`config.mk`:
```
export PLATFORM = sky130hd
export DESIGN_NAME = uart_rx_fifo
export DESIGN_NICKNAME = d
export VERILOG_FILES = /design/src/rtl/uart_rx_fifo.sv
export SDC_FILE = /design/constraint.sdc
export NUM_CORES = 1
export LEC_CHECK = 0
export BUFFER_PORTS_ARGS = -buffer_cell sky130_fd_sc_hd__buf_4
export CAP_MARGIN = 0
export CORE_ASPECT_RATIO = 0.5
export CORE_MARGIN = 5
export CORE_UTILIZATION = 43
export DETAILED_ROUTE_END_ITERATION = 12
export PLACE_DENSITY_LB_ADDON = 0.05
export SYNTH_ARGS = -nofsm -noshare
export SYNTH_HDL_FRONTEND = slang
export SYNTH_SLANG_ARGS = --single-unit
```
`constraint.sdc`:
```
create_clock -name clk -period 2.9 [get_ports clk]
set_clock_uncertainty 0.1 [all_clocks]
set_input_delay 0 -clock clk [delete_from_list [all_inputs] [get_ports clk]]
set_output_delay 0 -clock clk [all_outputs]
set_load 0.02 [all_outputs]
```
`src/rtl/uart_rx_fifo.sv`:
```
// ----------------------------------------------------------------------------
// uart_rx_fifo
//
// Oversampled UART receiver feeding a first-word-fall-through receive FIFO.
// The receiver samples each bit at mid-bit. It rejects start-bit glitches,
// checks the stop bit(s), and reports framing and overrun errors through
// sticky flags. Parity checking is available as an option.
//
// Optional feature macro: UART_RX_PARITY_EN
//   defined   : one parity bit follows the data bits. A parity mismatch sets
//               parity_err and the word is discarded. PARITY_ODD selects
//               even (0) or odd (1) parity.
//   undefined : no parity bit is expected. parity_err is tied to 0.
//
// Ports
//   clk        system clock
//   Rst        asynchronous active-high reset
//   baud_tick  one-clk enable pulse at OVERSAMPLE x baud
//   rx         asynchronous serial input, idle high
//   rd_en      pop the FIFO head (ignored while empty)
//   rd_data    FIFO head, valid while !empty (reads 0 while empty)
//   empty      FIFO empty
//   full       FIFO full
//   count      number of entries held
//   frame_err  sticky: a stop bit was sampled low
//   overrun    sticky: a frame completed while the FIFO was full
//   parity_err sticky: parity mismatch (0 without the parity macro)
//   clr_err    clear all sticky flags (a same-cycle set takes priority)
// ----------------------------------------------------------------------------
module uart_rx_fifo #(
    parameter int DATA_BITS  = 8,
    parameter int OVERSAMPLE = 16,
    parameter int STOP_BITS  = 1,
    parameter int FIFO_DEPTH = 8,
    parameter int PARITY_ODD = 0
) (
    input  logic                          clk,
    input  logic                          Rst,
    input  logic                          baud_tick,
    input  logic                          rx,
    input  logic                          rd_en,
    output logic [DATA_BITS-1:0]          rd_data,
    output logic                          empty,
    output logic                          full,
    output logic [$clog2(FIFO_DEPTH):0]   count,
    output logic                          frame_err,
    output logic                          overrun,
    output logic                          parity_err,
    input  logic                          clr_err
);

    localparam int PW = $clog2(FIFO_DEPTH);
    localparam int CW = PW + 1;
    localparam int TW = $clog2(OVERSAMPLE);
    localparam int BW = $clog2(DATA_BITS);

    localparam logic [TW-1:0] TICK_HALF = TW'(OVERSAMPLE / 2 - 1);
    localparam logic [TW-1:0] TICK_LAST = TW'(OVERSAMPLE - 1);
    localparam logic [BW-1:0] BIT_LAST  = BW'(DATA_BITS - 1);
    localparam logic          STOP_LAST = 1'(STOP_BITS - 1);

    localparam logic [2:0] S_IDLE   = 3'd0;
    localparam logic [2:0] S_START  = 3'd1;
    localparam logic [2:0] S_DATA   = 3'd2;
`ifdef UART_RX_PARITY_EN
    localparam logic [2:0] S_PARITY = 3'd3;
    localparam logic       PAR_INV  = (PARITY_ODD != 0);
`endif
    localparam logic [2:0] S_STOP   = 3'd4;
    localparam logic [2:0] S_BREAK  = 3'd5;

    // ------------------------------------------------------------------
    // rx synchroniser
    // ------------------------------------------------------------------
    logic rx_meta_q;
    logic rx_s_q;

    always_ff @(posedge clk or posedge Rst) begin
        if (Rst) begin
            rx_meta_q <= 1'b1;
            rx_s_q    <= 1'b1;
        end else begin
            rx_meta_q <= rx;
            rx_s_q    <= rx_meta_q;
        end
    end

    // ------------------------------------------------------------------
    // Receive FSM
    // ------------------------------------------------------------------
    logic [2:0]           state_q, state_d;
    logic [TW-1:0]        tick_q, tick_d;
    logic [BW-1:0]        bit_q, bit_d;
    logic                 stop_q, stop_d;
    logic [DATA_BITS-1:0] shift_q, shift_d;
    logic                 push;
    logic                 set_ferr;
    logic                 set_perr;
`ifdef UART_RX_PARITY_EN
    logic                 par_bad_q, par_bad_d;
`endif

    always_comb begin
        state_d  = state_q;
        tick_d   = tick_q;
        bit_d    = bit_q;
        stop_d   = stop_q;
        shift_d  = shift_q;
        push     = 1'b0;
        set_ferr = 1'b0;
        set_perr = 1'b0;
`ifdef UART_RX_PARITY_EN
        par_bad_d = par_bad_q;
`endif
        if (baud_tick) begin
            case (state_q)
                S_IDLE: begin
                    if (!rx_s_q) begin
                        state_d = S_START;
                        tick_d  = '0;
                    end
                end
                S_START: begin
                    // Re-check the line half a bit after the falling edge;
                    // a line that is high again was a glitch.
                    if (tick_q == TICK_HALF) begin
                        tick_d = '0;
                        if (!rx_s_q) begin
                            state_d = S_DATA;
                            bit_d   = '0;
                        end else begin
                            state_d = S_IDLE;
                        end
                    end else begin
                        tick_d = tick_q + TW'(1);
                    end
                end
                S_DATA: begin
                    if (tick_q == TICK_LAST) begin
                        tick_d = '0;
                        // LSB arrives first: shifting in from the top leaves
                        // bit 0 in position 0 after DATA_BITS samples.
                        shift_d = {rx_s_q, shift_q[DATA_BITS-1:1]};
                        if (bit_q == BIT_LAST) begin
`ifdef UART_RX_PARITY_EN
                            state_d = S_PARITY;
`else
                            state_d = S_STOP;
`endif
                            stop_d = 1'b0;
                        end else begin
                            bit_d = bit_q + BW'(1);
                        end
                    end else begin
                        tick_d = tick_q + TW'(1);
                    end
                end
`ifdef UART_RX_PARITY_EN
                S_PARITY: begin
                    if (tick_q == TICK_LAST) begin
                        tick_d    = '0;
                        par_bad_d = rx_s_q ^ (^shift_q) ^ PAR_INV;
                        set_perr  = par_bad_d;
                        state_d   = S_STOP;
                        stop_d    = 1'b0;
                    end else begin
                        tick_d = tick_q + TW'(1);
                    end
                end
`endif
                S_STOP: begin
                    if (tick_q == TICK_LAST) begin
                        tick_d = '0;
                        if (!rx_s_q) begin
                            set_ferr = 1'b1;
                            state_d  = S_BREAK;
                        end else if (stop_q == STOP_LAST) begin
                            state_d = S_IDLE;
`ifdef UART_RX_PARITY_EN
                            push = !par_bad_q;
`else
                            push = 1'b1;
`endif
                        end else begin
                            stop_d = 1'b1;
                        end
                    end else begin
                        tick_d = tick_q + TW'(1);
                    end
                end
                S_BREAK: begin
                    if (rx_s_q) begin
                        state_d = S_IDLE;
                    end
                end
                default: state_d = S_IDLE;
            endcase
        end
    end

    always_ff @(posedge clk or posedge Rst) begin
        if (Rst) begin
            state_q <= S_IDLE;
            tick_q  <= '0;
            bit_q   <= '0;
            stop_q  <= 1'b0;
            shift_q <= '0;
`ifdef UART_RX_PARITY_EN
            par_bad_q <= 1'b0;
`endif
        end else begin
            state_q <= state_d;
            tick_q  <= tick_d;
            bit_q   <= bit_d;
            stop_q  <= stop_d;
            shift_q <= shift_d;
`ifdef UART_RX_PARITY_EN
            par_bad_q <= par_bad_d;
`endif
        end
    end

    // ------------------------------------------------------------------
    // Receive FIFO
    // ------------------------------------------------------------------
    logic [DATA_BITS-1:0] mem [FIFO_DEPTH];
    logic [PW-1:0]        wr_ptr_q, rd_ptr_q;
    logic [CW-1:0]        count_q, count_d;
    logic                 do_pop;
    logic                 do_push;
    logic                 ovr_set;

    assign empty   = (count_q == '0);
    assign full    = (count_q == CW'(FIFO_DEPTH));
    assign do_pop  = rd_en && !empty;
    // A pop in the same cycle frees the slot, so a full FIFO still accepts.
    assign do_push = push && (!full || do_pop);
    assign ovr_set = push && full && !do_pop;
    assign count_d = count_q + CW'(do_push) - CW'(do_pop);

    always_ff @(posedge clk) begin
        if (do_push) begin
            mem[wr_ptr_q] <= shift_q;
        end
    end

    always_ff @(posedge clk or posedge Rst) begin
        if (Rst) begin
            wr_ptr_q <= '0;
            rd_ptr_q <= '0;
            count_q  <= '0;
        end else begin
            if (do_push) wr_ptr_q <= wr_ptr_q + PW'(1);
            if (do_pop)  rd_ptr_q <= rd_ptr_q + PW'(1);
            count_q <= count_d;
        end
    end

    // Masking with empty gives a defined 0 out of reset without resetting mem.
    assign rd_data = empty ? '0 : mem[rd_ptr_q];
    assign count   = count_q;

    // ------------------------------------------------------------------
    // Sticky error flags
    // ------------------------------------------------------------------
    logic frame_err_q;
    logic overrun_q;

    always_ff @(posedge clk or posedge Rst) begin
        if (Rst) begin
            frame_err_q <= 1'b0;
            overrun_q   <= 1'b0;
        end else begin
            if (set_ferr)     frame_err_q <= 1'b1;
            else if (clr_err) frame_err_q <= 1'b0;
            if (ovr_set)      overrun_q   <= 1'b1;
            else if (clr_err) overrun_q   <= 1'b0;
        end
    end

    assign frame_err = frame_err_q;
    assign overrun   = overrun_q;

`ifdef UART_RX_PARITY_EN
    logic parity_err_q;

    always_ff @(posedge clk or posedge Rst) begin
        if (Rst) begin
            parity_err_q <= 1'b0;
        end else if (set_perr) begin
            parity_err_q <= 1'b1;
        end else if (clr_err) begin
            parity_err_q <= 1'b0;
        end
    end

    assign parity_err = parity_err_q;
`else
    logic unused_par;
    assign unused_par = (PARITY_ODD != 0) ^ set_perr;
    assign parity_err = 1'b0;
`endif

endmodule

```
==> results of run 1 <==
-- Yosys cell counts, drive strengths merged, types with 2 or more instances --
master / number / area, um^2
nor2: 14 / 60.1
nand2: 20 / 75.1
xnor2: 5 / 43.8
edfxtp: 64 / 1920
o22ai: 2 / 12.5
nand4: 2 / 18.8
mux2i: 11 / 110
mux4: 16 / 360
ha: 10 / 125
a21oi: 2 / 10.0
mux2: 9 / 101
o21ai: 10 / 50.0
nor4b: 5 / 68.8
buf: 8 / 42.5
nand3: 2 / 10.0
nand2b: 4 / 25.0
dfrtp: 30 / 751
nor3b: 2 / 15.0
xor2: 2 / 17.5
nor4: 3 / 25.0
nor3: 4 / 20.0
clkbuf: 5 / 18.8
dfstp: 2 / 52.6
or4: 2 / 18.8
inv: 16 / 60.1
or2: 4 / 25.0
-- routing by layer --
metal	part of all wire, %	GRT usage, %	routed length, um	vias up
li1	-	-	-	1112
met1	48	19.9	3780	1162
met2	47	23.8	3710	46
met3	4.4	4.23	351	11
met4	1.2	4.11	93	0
met5	0	0	0	-
-- sequential cells by signal, indices dropped and copies added, names as in the netlist --
name,flops
rx_meta_q,1
overrun,1
shift_q,8
mem,64
rx_s_q,1
wr_ptr_q,3
bit_q,3
count,4
frame_err,1
rd_ptr_q,3
state_q,3
tick_q,4
-- power by group --
part / internal, W / switching [W]
sequential: 0.00164 / 0.000260
combinational: 0.000701 / 0.000728
clock: 0.000676 / 0.000505
-- worst max-delay path, cell delays in order (launching register included) --
cell and delay [ps]:
sky130_fd_sc_hd__dfrtp_1 390, sky130_fd_sc_hd__ha_1 260, sky130_fd_sc_hd__nand4_2 200, sky130_fd_sc_hd__or4_1 550, sky130_fd_sc_hd__nand2_1 130, sky130_fd_sc_hd__o21ai_1 80, sky130_fd_sc_hd__ha_1 200, sky130_fd_sc_hd__inv_1 70
sky130_fd_sc_hd__fa_1 400, sky130_fd_sc_hd__inv_1 60
-- logic make-up (layout without fill, tap and decap cells) --
logic type               count (synthesis)  in the layout  share of synthesized area [%]
AO/OA/AOI/OAI                           25             25                           4.38
buffers and inverters                   29             73                           2.87
AND/OR/NAND/NOR                         69             69                           9.88
XOR/XNOR                                 7              7                           1.45
other                                    1              1                         0.0886
multiplexers                            36             36                           13.5
flip-flops                              96             96                           64.4
adder cells (fa/ha/maj)                 11             11                           3.43
-- stage by stage --
step,hold WS [ps],total power [W]
CTS,155,0.00458
global placement,-37.4,0.00335
detailed placement,-42.2,0.00339
finish,145,0.00451
global route,206,0.00482
floorplan,-95.5,0.00291
-- final timing paths --
kind	from	end	slack (ps)	cells after the start
setup / recovery	tick_q[0]$_DFFE_PP0P_	count[1]$_DFF_PP0_	400	9
hold / removal	Rst	tick_q[2]$_DFFE_PP0P_	140	3
setup reg to reg	tick_q[0]$_DFFE_PP0P_	count[1]$_DFF_PP0_	400	9
hold reg to reg	rx_meta_q$_DFF_PP1_	rx_s_q$_DFF_PP1_	250	0
max in group asynchronous	Rst	rx_meta_q$_DFF_PP1_	1820	4
min in group clk	rx	rx_meta_q$_DFF_PP1_	210	2
-- cell type report --
type	count	area, um^2	share of cell area (%)
Inverter	16	60.1	1.21
Timing Repair Buffer	41	323	6.50
Clock buffer	9	225	4.54
Clock inverter	7	76.3	1.54
Multi-Input combinational cell	149	1390	27.9
Tap cell	135	169	3.40
Sequential cell	96	2730	54.9
-- timing repair --
item                                    in CTS  in global routing
endpoints found under the setup margin       0                  0
hold buffers                                 6                  0
hold endpoints to repair                    21                  0
==> reports/results.txt, run 1 <==
WP data required - 3070 ps
WP data arrival - 2670 ps
Initial antenna violation count - 0
Vias post-DR - 2331
Mean routed wirelength per cell - 17.5 um
Worst hold path type - primary input to async pin
Final setup fails - 0
Clock Sinks - 96
Cell at the root of the clock tree - sky130_fd_sc_hd__clkbuf_16
TritonCTS clock tree - yes
Power per cell area - 908 nW/um^2
Final sum of negative setup slack - 0 ps
Number of design-rule violations left by the first detailed-router iteration - 88
Half-perimeter wire length of the detailed placement result - 5410 um
Static power due to leakage - 1.93 nW
Most used DFF post-synth - sky130_fd_sc_hd__edfxtp_1
Yosys synthesis warning count - 0
Slew of the pin with the lowest slew margin - 611 ps
Placed cell count - 431
Synth-to-layout area growth - 17.3%
Initial Utilization - 44.5%
I/O pin total - 23
Final worst setup slack - 402 ps
Buffer levels on the longest clock path - 2
Detailed-route DRC error count - 0
Number of hold violations in the final report - 0
Post-synthesis sequential area ratio - 64.4%
Unrepaired setup endpoints after global routing - false
Gate Count Post-Synth - 274
Setup repair bufs after CTS - 0
Overall track demand over capacity in global routing - 14.8%
Clock latency reported for the late side of the worst-skew pair - 340 ps
F_max - 400 MHz
H-tree lvl count - 3
Via count normalized by instance count - 5.15
Number of search-and-repair iterations in the first detailed-routing pass - 4
Total count of max-transition violations in the final report - 0
Count of input and output buffers - 21
Post-route clock period utilization - 86.1%
Min Tclk post-route - 2500 ps
Chip Width - 150 um
Share of flip-flops with an asynchronous set or reset after synthesis - 33.3%
Number of unique standard cell types used by synthesis - 55
Die outline height - 80.1 um
Pre-CTS setup slack - 399 ps
Summed instance area of the synthesized netlist - 4230 um^2
Fill cells - 799
Final non-filler cell area - 4960 um^2
Floorplan die area - 12000 um^2
Number of cells in the finished layout apart from fillers - 453
Post-CTS resize count - 0
Routability congestion estimate - 0.764
Net count, final - 330
Grt ovf - 0
Clock-pin slew on the worst setup and hold paths - 70 ps
Kind of start point of the critical path - flip-flop
Total Wirelength - 7940 um
Number of synthesized register bits - 96
Count of antenna diodes in the layout - 0
Worst setup path category - flip-flop to flip-flop
Commonest non-fill, non-tap cell in the layout - sky130_fd_sc_hd__edfxtp_1
Antenna violation net count after detailed routing - 0
Vias in the first global route - 2464
Max_slew headroom - 59.3%
EDFF count, synth - 64
Result of the run - complete, no violations
Post-Syn Nets - 291
Cell area after placement - 4600 um^2
Commonest non-fill, non-tap cells in the layout - 64 x sky130_fd_sc_hd__edfxtp_1, 35 x sky130_fd_sc_hd__buf_4, 30 x sky130_fd_sc_hd__dfrtp_1, 20 x sky130_fd_sc_hd__nand2_1
Rows - 25
Placeable core area - 9510 um^2
Category of the worst setup path capture point - flip-flop
Mean Syn Cell Area - 15.4 um^2
Largest net degree at the start of global routing - 21
Global-route wire length before repair - 13300 um
Clock buffer count from CTS - 9
# Max-Cap Violations - 0
Share of cells above drive strength 1 - 28.3%
Maximum VDD drop - 0.367 mV
Largest fanout on the critical path - 6
Fraction of the core area covered by cells at the end of the flow - 52.2%
No activity file was read; power rests on OpenSTA's default activity.
==> run 2: changes to the inputs <==
Settings changed: PLACE_DENSITY_LB_ADDON 0.05 to 0.12.
==> run 2 against run 1 <==
Flip-flop and latch count unchanged. Wire length grew 0.86%. Register-to-register slack worse by 20 ps. Clock-buffer cell count grew 1. Cell area shrank 0.68%. Critical endpoint unchanged. Largest cell class unchanged. Largest power group unchanged.
==> reports/results.txt, run 2 (same netlist as run 1, synthesis figures left out) <==
Routability congestion estimate - 0.769
Commonest non-fill, non-tap cell in the layout - sky130_fd_sc_hd__edfxtp_1
Min Tclk post-route - 2510 ps
Logic depth of the worst setup path including buffers - 9
Grt ovf - 0
Buffers and inverters on the worst path - 2
Overall track demand over capacity in global routing - 15.1%
Buffer levels on the longest clock path - 2
Slew of the pin with the lowest slew margin - 849 ps
Critical path cell sequence - ha_1 > nand4_2 > or4_1 > nand2_1 > o21ai_1 > ha_1 > inv_1 > fa_1 > inv_1
Unrepaired setup endpoints after global routing - false
Cell at the root of the clock tree - sky130_fd_sc_hd__clkbuf_16
Placed cell count - 431
Number of search-and-repair iterations in the first detailed-routing pass - 4
Largest fanout on the critical path - 6
Share of cells above drive strength 1 - 28.4%
Worst setup path category - flip-flop to flip-flop
Initial antenna violation count - 0
Synth-to-layout area growth - 16.5%
Final sum of negative setup slack - 0 ps
Net count, final - 329
Pre-CTS setup slack - 386 ps
TritonCTS clock tree - yes
Number of cells traversed by the worst register-to-register path - 9
Antenna violation net count after detailed routing - 0
Setup slack of the worst register-to-register path - 390 ps
WP data required - 3080 ps
Half-perimeter wire length of the detailed placement result - 5330 um
Fraction of the core area covered by cells at the end of the flow - 51.8%
Clock latency reported for the late side of the worst-skew pair - 340 ps
Power per cell area - 900 nW/um^2
H-tree lvl count - 3
Post-route clock period utilization - 86.7%
Chip Width - 150 um
Clock buffer count from CTS - 9
Initial Utilization - 44.5%
# Max-Cap Violations - 0
Number of design-rule violations left by the first detailed-router iteration - 121
Static power due to leakage - 1.91 nW
Mean routed wirelength per cell - 17.7 um
Count of input and output buffers - 21
Largest register FFs - 64
Biggest cell delay along the critical path - 550 ps
Maximum VDD drop - 0.574 mV
Floorplan die area - 12000 um^2
Number of cells in the finished layout apart from fillers - 452
Largest registers - mem (64), shift_q (8)
F_max - 398 MHz
Rows - 25
Final setup fails - 0
Fill cells - 822
I/O pin total - 23
Vias in the first global route - 2458
Total count of max-transition violations in the final report - 0
Placeable core area - 9510 um^2
Via count normalized by instance count - 5.20
Total Wirelength - 8000 um
Final Total Pwr - 0.00444 W
Die outline height - 80.1 um
Vias post-DR - 2352
Max_slew headroom - 43.4%
Largest reg by FF count - mem
Clock-pin slew on the worst setup and hold paths - 70 ps
Number of hold violations in the final report - 0
Final worst setup slack - 385 ps
Global-route wire length before repair - 13400 um
WP data arrival - 2700 ps
Detailed-route DRC error count - 0
Largest net degree at the start of global routing - 33
Kind of cell adding the most delay to the critical path - simple AND/OR/NAND/NOR gates
Number of cells traversed by the worst hold path - 2
Count of antenna diodes in the layout - 0
Clock Sinks - 96
Category of the worst setup path capture point - flip-flop
Kind of start point of the critical path - flip-flop
Result of the run - complete, no violations
Worst hold path type - primary input to flip-flop
Slowest stage cell on the critical path - sky130_fd_sc_hd__or4_1
Commonest non-fill, non-tap cells in the layout - 64 x sky130_fd_sc_hd__edfxtp_1, 35 x sky130_fd_sc_hd__buf_4, 30 x sky130_fd_sc_hd__dfrtp_1, 20 x sky130_fd_sc_hd__nand2_1
## run 2: cell types whose count changed in the layout (fill, tap and decap cells not counted), sizes merged
| cell | previous run | this run |
|---|---|---|
| dlygate4sd3 | 6 | 5 |
| clkbuf | 9 | 10 |
| clkinvlp | 1 | 3 |
| bufinv | 1 | 0 |
| clkinv | 2 | 0 |
## run 2: where the power goes
part	internal, W	total (W)	switching (W)	leakage [nW]
Combinational	0.000705	0.00140	0.000694	0.777
Clock	0.000590	0.00110	0.000510	0.126
Sequential	0.00164	0.00194	0.000299	1.01
Total	0.00293	0.00444	0.00150	1.91
## run 2: per-layer routing
layer  vias to the layer above  part of all wire, %  global-route usage [%]
met5                         -                    0                       0
met4                         0                  1.4                    5.20
met3                        10                  3.0                    3.72
met2                        32                   49                    25.1
met1                      1196                   47                    19.3
li1                       1114                    -                       -
## run 2: what timing repair did
action,in CTS,in global routing
hold buffers,5,0
buffers inserted,0,0
hold endpoints to repair,38,0
resized for setup,0,0
## run 2: path summary, 6_finish.rpt
check | from | end
min in group asynchronous | Rst | count[1]$_DFF_PP0_
hold reg to reg | rx_meta_q$_DFF_PP1_ | rx_s_q$_DFF_PP1_
setup / recovery | tick_q[1]$_DFFE_PP0P_ | count[1]$_DFF_PP0_
hold / removal | rx | rx_meta_q$_DFF_PP1_
max in group asynchronous | Rst | rx_s_q$_DFF_PP1_
setup reg to reg | tick_q[1]$_DFFE_PP0P_ | count[1]$_DFF_PP0_
## run 2: per-stage QoR
stage,hold slack [ps],cell area (um^2)
6_report,210,4930
3_3_place_gp,10.7,4600
4_1_cts,199,4930
3_5_place_dp,13.8,4600
2_1_floorplan,-95.5,4230
5_1_grt,210,4930
## run 2: worst register-to-register path, stage by stage (launching register included)
cell,delay (ps)
sky130_fd_sc_hd__dfrtp_1,380
sky130_fd_sc_hd__ha_1,270
sky130_fd_sc_hd__nand4_2,210
sky130_fd_sc_hd__or4_1,550
sky130_fd_sc_hd__nand2_1,130
sky130_fd_sc_hd__o21ai_1,70
sky130_fd_sc_hd__ha_1,210
sky130_fd_sc_hd__inv_1,70
sky130_fd_sc_hd__fa_1,400
sky130_fd_sc_hd__inv_1,60
## run 2: area by class of cell
cell class,instances,area [um^2],share of cell area (%)
Sequential cell,96,2730,55.3
Multi-Input combinational cell,149,1390,28.1
Timing Repair Buffer,40,313,6.35
Clock buffer,10,229,4.64
Tap cell,135,169,3.43
Inverter,16,60.1,1.22
Clock inverter,6,48.8,0.990
==> run 3: changes to the inputs <==
Settings changed: CELL_PAD_IN_SITES_DETAIL_PLACEMENT set to 1, CELL_PAD_IN_SITES_GLOBAL_PLACEMENT set to 1, CTS_BUF_LIST set to sky130_fd_sc_hd__clkbuf_2, RECOVER_POWER set to 25.
==> run 3 against run 2 <==
Cell area fell by 1.8%. Combinational power grew 7%. Via count up 2.6%. Largest cell class unchanged. Sequential share of layout area increased by 1.0 points. Wire length rose by 6.1%. Maximum frequency decreased by 2.8%. Clock power fell by 38%. Die area unchanged.
==> reports/results.txt, run 3 (same netlist as run 1, synthesis figures left out) <==
Cell at the root of the clock tree - sky130_fd_sc_hd__clkbuf_2
Clock Sinks - 96
Rows - 25
Buffers and inverters on the worst path - 2
Cell area after placement - 4610 um^2
Total count of max-transition violations in the final report - 0
Commonest non-fill, non-tap cell in the layout - sky130_fd_sc_hd__edfxtp_1
Chip Width - 150 um
Overall track demand over capacity in global routing - 15.9%
H-tree lvl count - 3
Power per cell area - 839 nW/um^2
Vias post-DR - 2414
TritonCTS clock tree - yes
F_max - 386 MHz
Worst hold path type - primary input to flip-flop
Biggest cell delay along the critical path - 530 ps
Total Wirelength - 8500 um
Reported net switching power - 0.00148 W
Startpoint of the worst-slack reg-to-reg timing path - tick_q[0]$_DFFE_PP0P_
Final non-filler cell area - 4840 um^2
Largest reg by FF count - mem
Die outline height - 80.1 um
Synth-to-layout area growth - 14.4%
Portion of total power attributed to sequential cells - 46.4%
Routability congestion estimate - 0.772
CP Launch Point - tick_q[0]$_DFFE_PP0P_
Half-perimeter wire length of the detailed placement result - 5920 um
Worst setup path category - flip-flop to flip-flop
Category of the worst setup path capture point - flip-flop
Grt ovf - 0
Setup repair bufs after CTS - 0
Initial antenna violation count - 0
Number of search-and-repair iterations in the first detailed-routing pass - 4
Critical path cell sequence - ha_1 > nand4_2 > or4_1 > nand2_1 > o21ai_1 > ha_1 > inv_1 > fa_1 > inv_1
Post-route clock period utilization - 89.2%
Largest registers - mem (64), shift_q (8)
Initial Utilization - 44.5%
Internal power - 0.00258 W
I/O pin total - 23
Max_slew headroom - 42.1%
Unrepaired setup endpoints after global routing - false
Slowest stage cell on the critical path - sky130_fd_sc_hd__or4_1
Combinational share of power - 36.8%
WP data required - 3280 ps
Count of input and output buffers - 21
Largest fanout on the critical path - 6
Fraction of the core area covered by cells at the end of the flow - 50.9%
Hold-fix buffers at CTS - 10
Min Tclk post-route - 2590 ps
# Max-Cap Violations - 0
Floorplan die area - 12000 um^2
Clock latency reported for the late side of the worst-skew pair - 540 ps
Placeable core area - 9510 um^2
Via count normalized by instance count - 5.27
Share of cells above drive strength 1 - 28.2%
Hold Path Origin - rd_en
Kind of start point of the critical path - flip-flop
Final Total Pwr - 0.00406 W
Largest register FFs - 64
Clock buffer count from CTS - 9
Count of antenna diodes in the layout - 0
Clock-pin slew on the worst setup and hold paths - 260 ps
Slew of the pin with the lowest slew margin - 869 ps
Fill cells - 939
Share of total power consumed by net switching - 36.5%
Buffer levels on the longest clock path - 2
Maximum VDD drop - 0.416 mV
Final worst setup slack - 312 ps
Detailed-route DRC error count - 0
Static power due to leakage - 1.89 nW
Mean routed wirelength per cell - 18.6 um
Post-CTS resize count - 0
Result of the run - complete, no violations
Number of design-rule violations left by the first detailed-router iteration - 54
Vias in the first global route - 2687
Number of hold violations in the final report - 0
Largest net degree at the start of global routing - 19
Net count, final - 335
Global-route wire length before repair - 14300 um
Final setup fails - 0
WP data arrival - 2970 ps
Kind of cell adding the most delay to the critical path - adder cells
Commonest non-fill, non-tap cells in the layout - 64 x sky130_fd_sc_hd__edfxtp_1, 35 x sky130_fd_sc_hd__buf_4, 30 x sky130_fd_sc_hd__dfrtp_1, 20 x sky130_fd_sc_hd__nand2_1
Fraction of power consumed by the clock network - 16.8%
Final sum of negative setup slack - 0 ps
Pre-CTS setup slack - 388 ps
Antenna violation net count after detailed routing - 0
run 3: final cells by class:
| class | instances | area (um^2) | area share [%] |
|---|---|---|---|
| Sequential cell | 96 | 2730 | 56.3 |
| Inverter | 16 | 60.1 | 1.24 |
| Multi-Input combinational cell | 149 | 1390 | 28.6 |
| Clock buffer | 9 | 45.0 | 0.930 |
| Tap cell | 135 | 169 | 3.49 |
| Timing Repair Buffer | 46 | 370 | 7.65 |
| Clock inverter | 7 | 87.6 | 1.81 |
run 3: metrics by stage:
stage | hold WS [ps] | instances
3_5_place_dp | 10.8 | 432
3_3_place_gp | -0.254 | 432
2_1_floorplan | -95.5 | 274
6_report | 210 | 458
5_1_grt | 154 | 458
4_1_cts | 154 | 458
run 3: path summary, 6_finish.rpt:
check	cells after the start	slack, ps	endpoint
worst min register to register	0	280	rx_s_q$_DFF_PP1_
worst max-delay path	9	310	count[1]$_DFF_PP0_
worst min-delay path	4	210	rd_ptr_q[0]$_DFFE_PP0N_
min in group asynchronous	4	480	shift_q[4]$_DFFE_PP0P_
worst max register to register	9	310	count[1]$_DFF_PP0_
max in group asynchronous	5	1480	wr_ptr_q[2]$_DFFE_PP0P_
run 3: layer usage:
metal | vias to the layer above | wire length, um | track usage (%) | share of wire [%]
met2 | 24 | 4450 | 28.8 | 52
li1 | 1116 | - | - | -
met5 | - | 0 | 0 | 0
met1 | 1270 | 3750 | 19.2 | 44
met3 | 4 | 240 | 3.95 | 2.8
met4 | 0 | 52 | 4.11 | 0.61
run 3: power groups by stage:
stage / clock [W] / sequential (W) / combinational (W)
floorplan: 0 / 0.00182 / 0.00108
global placement: 0 / 0.00190 / 0.00146
detailed placement: 0 / 0.00191 / 0.00151
CTS: 0.000717 / 0.00188 / 0.00154
global route: 0.000792 / 0.00192 / 0.00167
finish: 0.000683 / 0.00188 / 0.00150
run 3: worst register-to-register path, delay by kind of cell, from the launching register on:
family                     cells  cell delay (ps)
DFF                            1              450
AOI/OAI and AO/OA              1               90
buffers and inverters          2              130
adders and majority gates      3              900
and+or+nand+nor                3              860
